==> src/rtl/bcd_timer_core_pkg.sv <==
// Shared definitions for the BCD timer: state and mode encodings, digit width
// and the preset-digit clamp helper.
package bcd_timer_core_pkg;

   localparam int DIG_W = 4;

   typedef enum logic [1:0] {
      ST_IDLE  = 2'b00,
      ST_RUN   = 2'b01,
      ST_PAUSE = 2'b10,
      ST_DONE  = 2'b11
   } state_t;

   typedef enum logic [1:0] {
      MD_UP_ZERO   = 2'b00,
      MD_UP_PRESET = 2'b01,
      MD_DN_NINE   = 2'b10,
      MD_DN_PRESET = 2'b11
   } mode_t;

   function automatic logic [DIG_W-1:0] clamp9(input logic [DIG_W-1:0] d);
      if (d > 4'd9) begin
         clamp9 = 4'd9;
      end else begin
         clamp9 = d;
      end
   endfunction

   function automatic logic is_up(input mode_t m);
      is_up = ~m[1];
   endfunction

endpackage

==> src/rtl/bcd_timer_core_digit.sv <==
// One BCD digit: parallel load, and a single up/down step gated by the
// incoming carry/borrow; the carry/borrow out ripples to the next digit.
module bcd_digit
   import bcd_timer_core_pkg::*;
(
   input  logic             c_clk,
   input  logic             C_clr,
   input  logic             load,
   input  logic [DIG_W-1:0] load_val,
   input  logic             step,
   input  logic             up,
   input  logic             cin,
   output logic [DIG_W-1:0] q,
   output logic             cout
);

   logic at_bound_s;

   assign at_bound_s = up ? (q == 4'd9) : (q == 4'd0);
   assign cout       = cin & at_bound_s;

   // digit register: load wins over step; a digit at its bound wraps and passes carry on
   always_ff @(posedge c_clk or posedge C_clr) begin
      if (C_clr) begin
         q <= 4'd0;
      end else if (load) begin
         q <= load_val;
      end else if (step && cin) begin
         if (at_bound_s) begin
            q <= up ? 4'd0 : 4'd9;
         end else begin
            q <= up ? (q + 4'd1) : (q - 4'd1);
         end
      end else begin
         q <= q;
      end
   end

endmodule

==> src/rtl/bcd_timer_core.sv <==
// BCD up/down timer: IDLE/RUN/PAUSE/DONE controller, terminal detection and
// a ripple chain of bcd_digit instances.
module bcd_timer_core
   import bcd_timer_core_pkg::*;
#(
   parameter int NDIG   = 4,
   parameter int DP_POS = 2
) (
   input  logic                  c_clk,
   input  logic                  C_clr,
   input  logic                  tick,
   input  logic                  sp,
   input  logic                  clr,
   input  logic [1:0]            mode,
   input  logic [DIG_W*NDIG-1:0] preset,
   output logic [DIG_W*NDIG-1:0] count,
   output logic [1:0]            state,
   output logic                  running,
   output logic                  done,
   output logic [NDIG-1:0]       dp_sel
);

   localparam logic [DIG_W*NDIG-1:0] ALL9 = {NDIG{4'h9}};
   localparam logic [DIG_W*NDIG-1:0] ALL0 = {(DIG_W*NDIG){1'b0}};

   state_t                  state_r;
   state_t                  next_s;
   mode_t                   mode_r;
   logic                    running_r;
   logic                    done_r;
   logic [DIG_W*NDIG-1:0]   start_s;
   logic [DIG_W*NDIG-1:0]   term_val_s;
   logic [NDIG:0]           chain_s;
   logic                    up_s;
   logic                    load_s;
   logic                    step_s;
   logic                    terminal_s;
   logic                    wrap_s;

   // start value from the live mode/preset inputs; only used while loading
   always_comb begin
      start_s = ALL0;
      for (int i = 0; i < NDIG; i++) begin
         case (mode_t'(mode))
            MD_UP_ZERO: start_s[i*DIG_W +: DIG_W] = 4'd0;
            MD_DN_NINE: start_s[i*DIG_W +: DIG_W] = 4'd9;
            default:    start_s[i*DIG_W +: DIG_W] = clamp9(preset[i*DIG_W +: DIG_W]);
         endcase
      end
   end

   assign up_s       = is_up(mode_r);
   assign term_val_s = up_s ? ALL9 : ALL0;
   assign terminal_s = (count == term_val_s);
   // a carry out of the top digit means the step would wrap past terminal
   assign wrap_s     = chain_s[NDIG];
   assign load_s     = clr || (state_r == ST_IDLE);
   assign step_s     = (state_r == ST_RUN) && tick && !wrap_s;
   assign chain_s[0] = 1'b1;

   for (genvar i = 0; i < NDIG; i++) begin : g_dig
      bcd_digit u_digit (
         .c_clk    (c_clk),
         .C_clr    (C_clr),
         .load     (load_s),
         .load_val (start_s[i*DIG_W +: DIG_W]),
         .step     (step_s),
         .up       (up_s),
         .cin      (chain_s[i]),
         .q        (count[i*DIG_W +: DIG_W]),
         .cout     (chain_s[i+1])
      );
   end

   for (genvar i = 0; i < NDIG; i++) begin : g_dp
      assign dp_sel[i] = (i == DP_POS) ? 1'b1 : 1'b0;
   end

   // next-state logic, clr first, then sp, then terminal detection
   always_comb begin
      next_s = state_r;
      if (clr) begin
         next_s = ST_IDLE;
      end else begin
         case (state_r)
            ST_IDLE:  next_s = sp ? ST_RUN : ST_IDLE;
            ST_RUN: begin
               if (sp) begin
                  next_s = ST_PAUSE;
               end else if (terminal_s) begin
                  next_s = ST_DONE;
               end else begin
                  next_s = ST_RUN;
               end
            end
            ST_PAUSE: next_s = sp ? ST_RUN : ST_PAUSE;
            ST_DONE:  next_s = ST_DONE;
            default:  next_s = ST_IDLE;
         endcase
      end
   end

   // state register with registered status flags
   always_ff @(posedge c_clk or posedge C_clr) begin
      if (C_clr) begin
         state_r   <= ST_IDLE;
         running_r <= 1'b0;
         done_r    <= 1'b0;
      end else begin
         state_r   <= next_s;
         running_r <= (next_s == ST_RUN);
         done_r    <= (next_s == ST_DONE);
      end
   end

   // mode is frozen outside IDLE so a mid-run change cannot flip direction
   always_ff @(posedge c_clk or posedge C_clr) begin
      if (C_clr) begin
         mode_r <= MD_UP_ZERO;
      end else if (state_r == ST_IDLE) begin
         mode_r <= mode_t'(mode);
      end else begin
         mode_r <= mode_r;
      end
   end

   assign state   = state_r;
   assign running = running_r;
   assign done    = done_r;

endmodule

==> config.mk <==
export PLATFORM = sky130hd
export DESIGN_NAME = bcd_timer_core
export DESIGN_NICKNAME = d
export VERILOG_FILES = /design/src/rtl/bcd_timer_core_pkg.sv /design/src/rtl/bcd_timer_core_digit.sv /design/src/rtl/bcd_timer_core.sv
export SDC_FILE = /design/constraint.sdc
export NUM_CORES = 1
export LEC_CHECK = 0
export ABC_AREA = 0
export BUFFER_PORTS_ARGS = -buffer_cell sky130_fd_sc_hd__buf_2
export CAP_MARGIN = 20
export CELL_PAD_IN_SITES_DETAIL_PLACEMENT = 1
export CELL_PAD_IN_SITES_GLOBAL_PLACEMENT = 2
export CORE_MARGIN = 4
export CORE_UTILIZATION = 27
export DETAILED_ROUTE_END_ITERATION = 16
export PLACE_DENSITY_LB_ADDON = 0.1
export SLEW_MARGIN = 30
export SYNTH_ARGS = -nofsm -noshare
export SYNTH_HDL_FRONTEND = slang
export SYNTH_SLANG_ARGS = --single-unit
==> constraint.sdc <==
create_clock -name c_clk -period 5.9 [get_ports c_clk]
set_input_delay 1.18 -clock c_clk [delete_from_list [all_inputs] [get_ports c_clk]]
set_output_delay 1.18 -clock c_clk [all_outputs]
set_load 0.02 [all_outputs]
==> results of run 1 <==
## state kept, by name (all words and copies together), names as in the netlist
name and count:
state 2, g_dig.u_digit.q 16, done 1, running 1
mode_r 1
## worst paths after layout
kind	from	to	depth (start not counted)
worst min-delay path	g_dig[0].u_digit.q[2]	g_dig[0].u_digit.q[2]	1
min in group asynchronous	C_clr	running	2
max in group asynchronous	C_clr	g_dig[2].u_digit.q[3]	2
worst max register to register	mode_r[1]	g_dig[3].u_digit.q[2]	6
worst min register to register	g_dig[0].u_digit.q[2]	g_dig[0].u_digit.q[2]	1
worst max-delay path	mode_r[1]	g_dig[3].u_digit.q[2]	6
## area by class of cell
cell class,instances,area (µm²),area share
Sequential cell,21,526,0.230
Multi-Input combinational cell,178,1340,0.585
Tap cell,99,124,0.0542
Timing Repair Buffer,43,218,0.0952
Inverter,10,37.5,0.0164
Clock buffer,4,45.0,0.0197
## worst max-delay path: cells and delay by family (launching register included)
kind	cells	cell delay, ps
and+or+nand+nor	2	900
AOI/OAI and AO/OA	2	450
muxes	1	250
buffers and inverters	1	340
DFF	1	330
## metal layers
| metal | part of all wire | vias to the layer above |
|---|---|---|
| met5 | 0 | - |
| met4 | 0.0040 | 0 |
| met3 | 0.037 | 2 |
| met2 | 0.47 | 33 |
| met1 | 0.49 | 861 |
| li1 | - | 879 |
## cells by family (layout without fill, tap and decap cells)
| kind of cell | count (synthesis) | in the layout | synth area share |
|---|---|---|---|
| flip-flops | 21 | 21 | 0.257 |
| XOR/XNOR | 8 | 8 | 0.0342 |
| multiplexers | 13 | 13 | 0.0654 |
| AO/OA/AOI/OAI | 72 | 72 | 0.252 |
| other | 2 | 4 | 0.00367 |
| AND/OR/NAND/NOR | 69 | 69 | 0.202 |
| buffers and inverters | 27 | 57 | 0.0978 |
| adder cells (fa/ha/maj) | 12 | 12 | 0.0880 |
## synth_stat cells (all sizes together) (2+ instances only)
cell type and number:
nor3b 4, a31oi 4, and3b 2, fa 4, xor2 2, nand3b 5
a21o 4, nand3 9, o22ai 4, a311o 3, a41o 2, nor2 14
ha 8, dfrtp 21, or3b 3, nor4 2, clkbuf 6, a21oi 15
xnor2 6, nand2b 3, nand2 7, inv 9, o31ai 3, a311oi 2
nor2b 7, or3 2, or2 3, and2 4, buf 8, o21ai 19
mux2 3, a211oi 3, conb 2, mux2i 10
## metrics by stage
stage,cell area [µm²],utilization,setup WS (ps),hold slack (ps)
2_1_floorplan,2050,-,3530,695
3_3_place_gp,2230,0.306,3050,589
3_5_place_dp,2240,0.307,3230,598
4_1_cts,2290,0.313,3460,618
5_1_grt,2290,0.313,3330,662
6_report,2290,0.313,3480,612
## where the power goes
group | internal [mW] | total [mW] | switching, mW
logic | 0.0931 | 0.219 | 0.126
registers | 0.158 | 0.190 | 0.0321
clock network | 0.0483 | 0.101 | 0.0525
==> results_dict.tcl, run 1 <==
set metrics [dict create \
    cts.sinks 21 \
    regToRegSetupSlack_ps 3480 \
    cp.required_ps 6040 \
    n_antenna_cell 0 \
    grt_overflow 0 \
    leakagePower_nw 1.02 \
    dr.first_iter.drc_count 45 \
    hold_viol_final 0 \
    ys_top_cells_by_area "dfrtp_1, ha_1, mux2i_1" \
    drive_gt1_frac 0.266 \
    fmax_mhz 414 \
    vias 1775 \
    finalPower_mw 0.510 \
    io_pins 47 \
    cts-buffers-inserted 3 \
    antenna_found_initial 0 \
    die_h_um 95.1 \
    grt_max_degree 36 \
    setup_tns_ps 0 \
    grt_pass1_vias 1858 \
    critPathCaptureType "register" \
    area_growth_pct 11.7 \
    yosysUniqueCellTypes 66 \
    layout_common_cells "buf_2, dfrtp_1, nor2_1, a21oi_1, o21ai_0" \
    clk_latency_ps 270 \
    ant_nets 0 \
    start_util 0.281 \
    cp-start-kind "register" \
    layout.cells.non_filler 355 \
    use_met1 0.200 \
    synth_warnings 0 \
    crit_fanout 35 \
    track_usage 0.141 \
    power_density_nw_per_um2 223 \
    finClkSkew_ps 9.20 \
    peakVddDrop_uv 64.8 \
    crit_chain "buf_4, or3b_4, a211o_4, nor4_4, mux2i_1, o21ai_1" \
    hold_buffers 0 \
    final_max_slew_viol_count 0 \
    dp_hpwl_um 4410 \
    critPathArrivalTime_ps 2560 \
    yosys_register_bits 21 \
    drc_errors 0 \
    io_buffers 42 \
    cts_buffer_depth 2 \
    core-area_um2 7290 \
    place_congestion 0.747 \
    worst_path_largest_cell_delay_ps 460 \
    finalCriticalPeriod_ps 2420 \
    tritoncts "done" \
    crit_path_top_delay_cell "nor4_4" \
    die-area_um2 9040 \
    viasPerCell 5.00 \
    hp-class "reg2reg" \
    use_met3 0.0276 \
    ys.flop_type "dfrtp_1" \
    post_cts_buffers 0 \
    setup_viol 0 \
    slew_headroom 0.505 \
    status "finished clean" \
    setup.worst_path.class "reg2reg" \
    totalWireLength_um 5930 \
    netlist_area_um2 2050 \
    grt_pass1_wl_um 9940 \
    maxCapViolations 0 \
    syn_avg_cell_area_um2 9.14 \
    top_usage_layer "met2" \
    num_rows 31 \
    yosysTopAreaCellShare 0.257 \
    synth_top_area_cell "dfrtp_1" \
    synth_edf_count 0 \
    final_common_cell "buf_2" \
    met2_usage 0.226 \
    post_drt_wl_per_cell_um 16.7 \
    syn_inst 224 \
    ctsResizeCount 0 \
    worst_pin_slew_ps 735 \
    synth-seq-area-share 0.257 \
    synth-async-reset-ratio 1.00 \
    layout.nets 292 \
    fin_crit_sh 0.410 \
    dr.pass1.iters 4 \
    rsz0062_at_grt "no" \
    cts-root-buf "clkbuf_8" \
    die_w_um 95.1 \
    clkSlewWorstSetupHoldPaths_ps 90 \
    place_inst 351 \
    htree_levels 1 \
    fill_cells 905 \
]
Note: power is estimated with default switching activity, not from simulation.
==> run 2: changes to the inputs <==
--- a/config.mk
+++ b/config.mk
@@ -5,7 +5,7 @@
 export SDC_FILE = /design/constraint.sdc
 export NUM_CORES = 1
 export LEC_CHECK = 0
-export ABC_AREA = 0
+export ABC_AREA = 1
 export BUFFER_PORTS_ARGS = -buffer_cell sky130_fd_sc_hd__buf_2
 export CAP_MARGIN = 20
 export CELL_PAD_IN_SITES_DETAIL_PLACEMENT = 1
==> constraint.sdc (replaced) <==
create_clock -name c_clk -period 2.1 [get_ports c_clk]
set_input_delay 0.42 -clock c_clk [delete_from_list [all_inputs] [get_ports c_clk]]
set_output_delay 0.42 -clock c_clk [all_outputs]
set_load 0.02 [all_outputs]
==> run 2 against run 1 <==
Net effect: via count increased by 3.7%; power increased to 3.3 times the previous value; sequential share of layout area increased by 0.13 points; wire length decreased by 3.3%; clock skew decreased by 5.5 ps; sequential cell count unchanged; final area decreased by 0.55%; global-route usage increased by 0.20 points; area after synthesis decreased by 6.5%; critical endpoint is now g_dig[2].u_digit.q[3].
==> results_dict.tcl, run 2 <==
set metrics [dict create \
    area_growth_pct 18.8 \
    worst_path_largest_cell_delay_ps 380 \
    syn_inst 263 \
    antenna_found_initial 0 \
    setup_viol 0 \
    dr.first_iter.drc_count 39 \
    cp_common_cell "nand2_1" \
    timing.rr.start "mode_r[1]" \
    grt_overflow 0 \
    r2r-end "g_dig[2].u_digit.q[3]" \
    yosys_register_bits 21 \
    final_cell_area_um2 2270 \
    crit_fanout 12 \
    peakVddDrop_uv 209 \
    drive_gt1_frac 0.260 \
    finClkSkew_ps 3.65 \
    final_common_cell "nand2_1" \
    regToRegSetupSlack_ps 340 \
    crit_path_top_delay_cell "dfrtp_1" \
    clk_latency_ps 270 \
    htree_levels 1 \
    power_density_nw_per_um2 732 \
    placed_area_um2 2230 \
    drc_errors 0 \
    fmax_mhz 569 \
    use_met3 0.0312 \
    io_buffers 42 \
    synth_edf_count 0 \
    synth-async-reset-ratio 1.00 \
    n_antenna_cell 0 \
    cts-buffers-inserted 3 \
    die-area_um2 8500 \
    totalWireLength_um 5740 \
    cts-root-buf "clkbuf_8" \
    rsz0062_at_grt "no" \
    syn_avg_cell_area_um2 7.27 \
    yosysTopAreaCellShare 0.275 \
    synth-seq-area-share 0.275 \
    whs_ps 175 \
    setup.worst_path.class "reg2reg" \
    dr.pass1.iters 4 \
    ys.flop_type "dfrtp_1" \
    final_max_slew_viol_count 0 \
    fin_crit_sh 0.837 \
    top_usage_layer "met2" \
    dp_hpwl_um 4690 \
    crit_chain "buf_4, ha_1, a21oi_1, nand2_1, nand3_1, nand3b_1, a21oi_1, nand2_1, nand2_1" \
    vias 1841 \
    num_rows 30 \
    hp-class "in2async" \
    grt_pass1_vias 1944 \
    crit_buf_inv 1 \
    met2_usage 0.236 \
    place_congestion 0.748 \
    multi_input_area_um2 1220 \
    tritoncts "done" \
    hold_viol_final 0 \
    startpoint "mode_r[1]" \
    synth.most_common_cell "nand2_1" \
    clkSlewWorstSetupHoldPaths_ps 90 \
    netlist_top_cells_count "nand2_1, nand3_1, inv_1, nor2_1, dfrtp_1" \
    seqCellArea_um2 526 \
    path_depth 9 \
    start_util 0.280 \
    post_drt_wl_per_cell_um 14.2 \
    track_usage 0.143 \
    synth_warnings 0 \
    yosysUniqueCellTypes 35 \
    ys_top_cells_by_area "dfrtp_1, nand2_1, nand3_1" \
    status "finished clean" \
    cts_buffer_depth 2 \
    leakagePower_nw 1.21 \
    cp.required_ps 2310 \
    largest_reg_flops 16 \
    hold_buffers 0 \
    cp-start-kind "register" \
    maxCapViolations 0 \
    fill_cells 912 \
    crit_family "simple AND/OR/NAND/NOR gates" \
    top_register "g_dig.u_digit.q" \
    grt_pass1_wl_um 9780 \
    viasPerCell 4.56 \
    synth_top_area_cell "dfrtp_1" \
    grt_max_degree 22 \
    critPathCaptureType "register" \
    reg2reg_depth 9 \
    post_cts_buffers 0 \
    finalCriticalPeriod_ps 1760 \
    use_met1 0.193 \
    cts.sinks 21 \
    layout_common_cells "nand2_1, buf_2, nand3_1" \
    critPathArrivalTime_ps 1970 \
    ctsResizeCount 0 \
    die_w_um 92.2 \
    io_pins 47 \
    setup_tns_ps 0 \
    ant_nets 0 \
    core-area_um2 6830 \
    crit_end "g_dig[2].u_digit.q[3]" \
    layout.nets 344 \
    netlist_area_um2 1910 \
    die_h_um 92.2 \
]
## run 2: cell count changes after synthesis, sizes merged, moves of 5 or more
cell    change
clkbuf      -5
inv        +19
mux2i      -10
nand2      +71
nand3      +27
nor2       +15
nor2b       -7
## run 2: final cells by class
type                       instances  area share
clock buffer                       3      0.0182
timing repair buffer              48       0.112
multi-input combinational        206       0.535
inverter                          29      0.0484
sequential                        21       0.231
tap                               96      0.0528
clock inverter                     1     0.00220
## run 2: worst min-delay path by stage
stage          startpoint                    end  slack, ps  cells past startpoint
6_report            C_clr                running        180                      3
5_1_grt             C_clr                running        200                      3
4_1_cts             C_clr               state[0]        180                      3
3_5_place_dp        C_clr  g_dig[2].u_digit.q[3]        490                      3
3_3_place_gp        C_clr  g_dig[2].u_digit.q[3]        480                      3
2_1_floorplan       C_clr                   done        400                      1
## run 2: logic make-up after synthesis
logic type / after synthesis / synth area share
DFF: 21 / 0.275
and+or+nand+nor: 148 / 0.397
adders and majority gates: 12 / 0.0942
buffers and inverters: 38 / 0.0935
xor gates and xnor gates: 5 / 0.0229
other: 2 / 0.00393
AOI/OAI and AO/OA: 37 / 0.114
## run 2: metrics by stage
stage	cells	power [mW]	setup slack, ps	utilization
2_1_floorplan	265	1.16	454	-
3_3_place_gp	400	1.40	368	0.326
3_5_place_dp	400	1.41	353	0.326
4_1_cts	404	1.71	328	0.333
5_1_grt	404	1.84	181	0.333
6_report	404	1.67	343	0.333
## run 2: layer usage
metal  wire length (µm)  share of wire
met1               2780           0.48
met2               2640           0.46
met3                271          0.047
met4                 45         0.0078
met5                  0              0
## run 2: where the power goes
| part | internal [mW] | switching (mW) |
|---|---|---|
| Sequential | 0.463 | 0.0895 |
| Clock | 0.133 | 0.155 |
| Combinational | 0.294 | 0.531 |
| Total | 0.890 | 0.775 |
## run 2: worst reg2reg max path, delay by kind of cell (launching register included)
family	cells	cell delay, ps
AOI/OAI and AO/OA	2	390
and+or+nand+nor	5	390
buffers and inverters	1	190
DFF	1	380
adders and majority gates	1	340
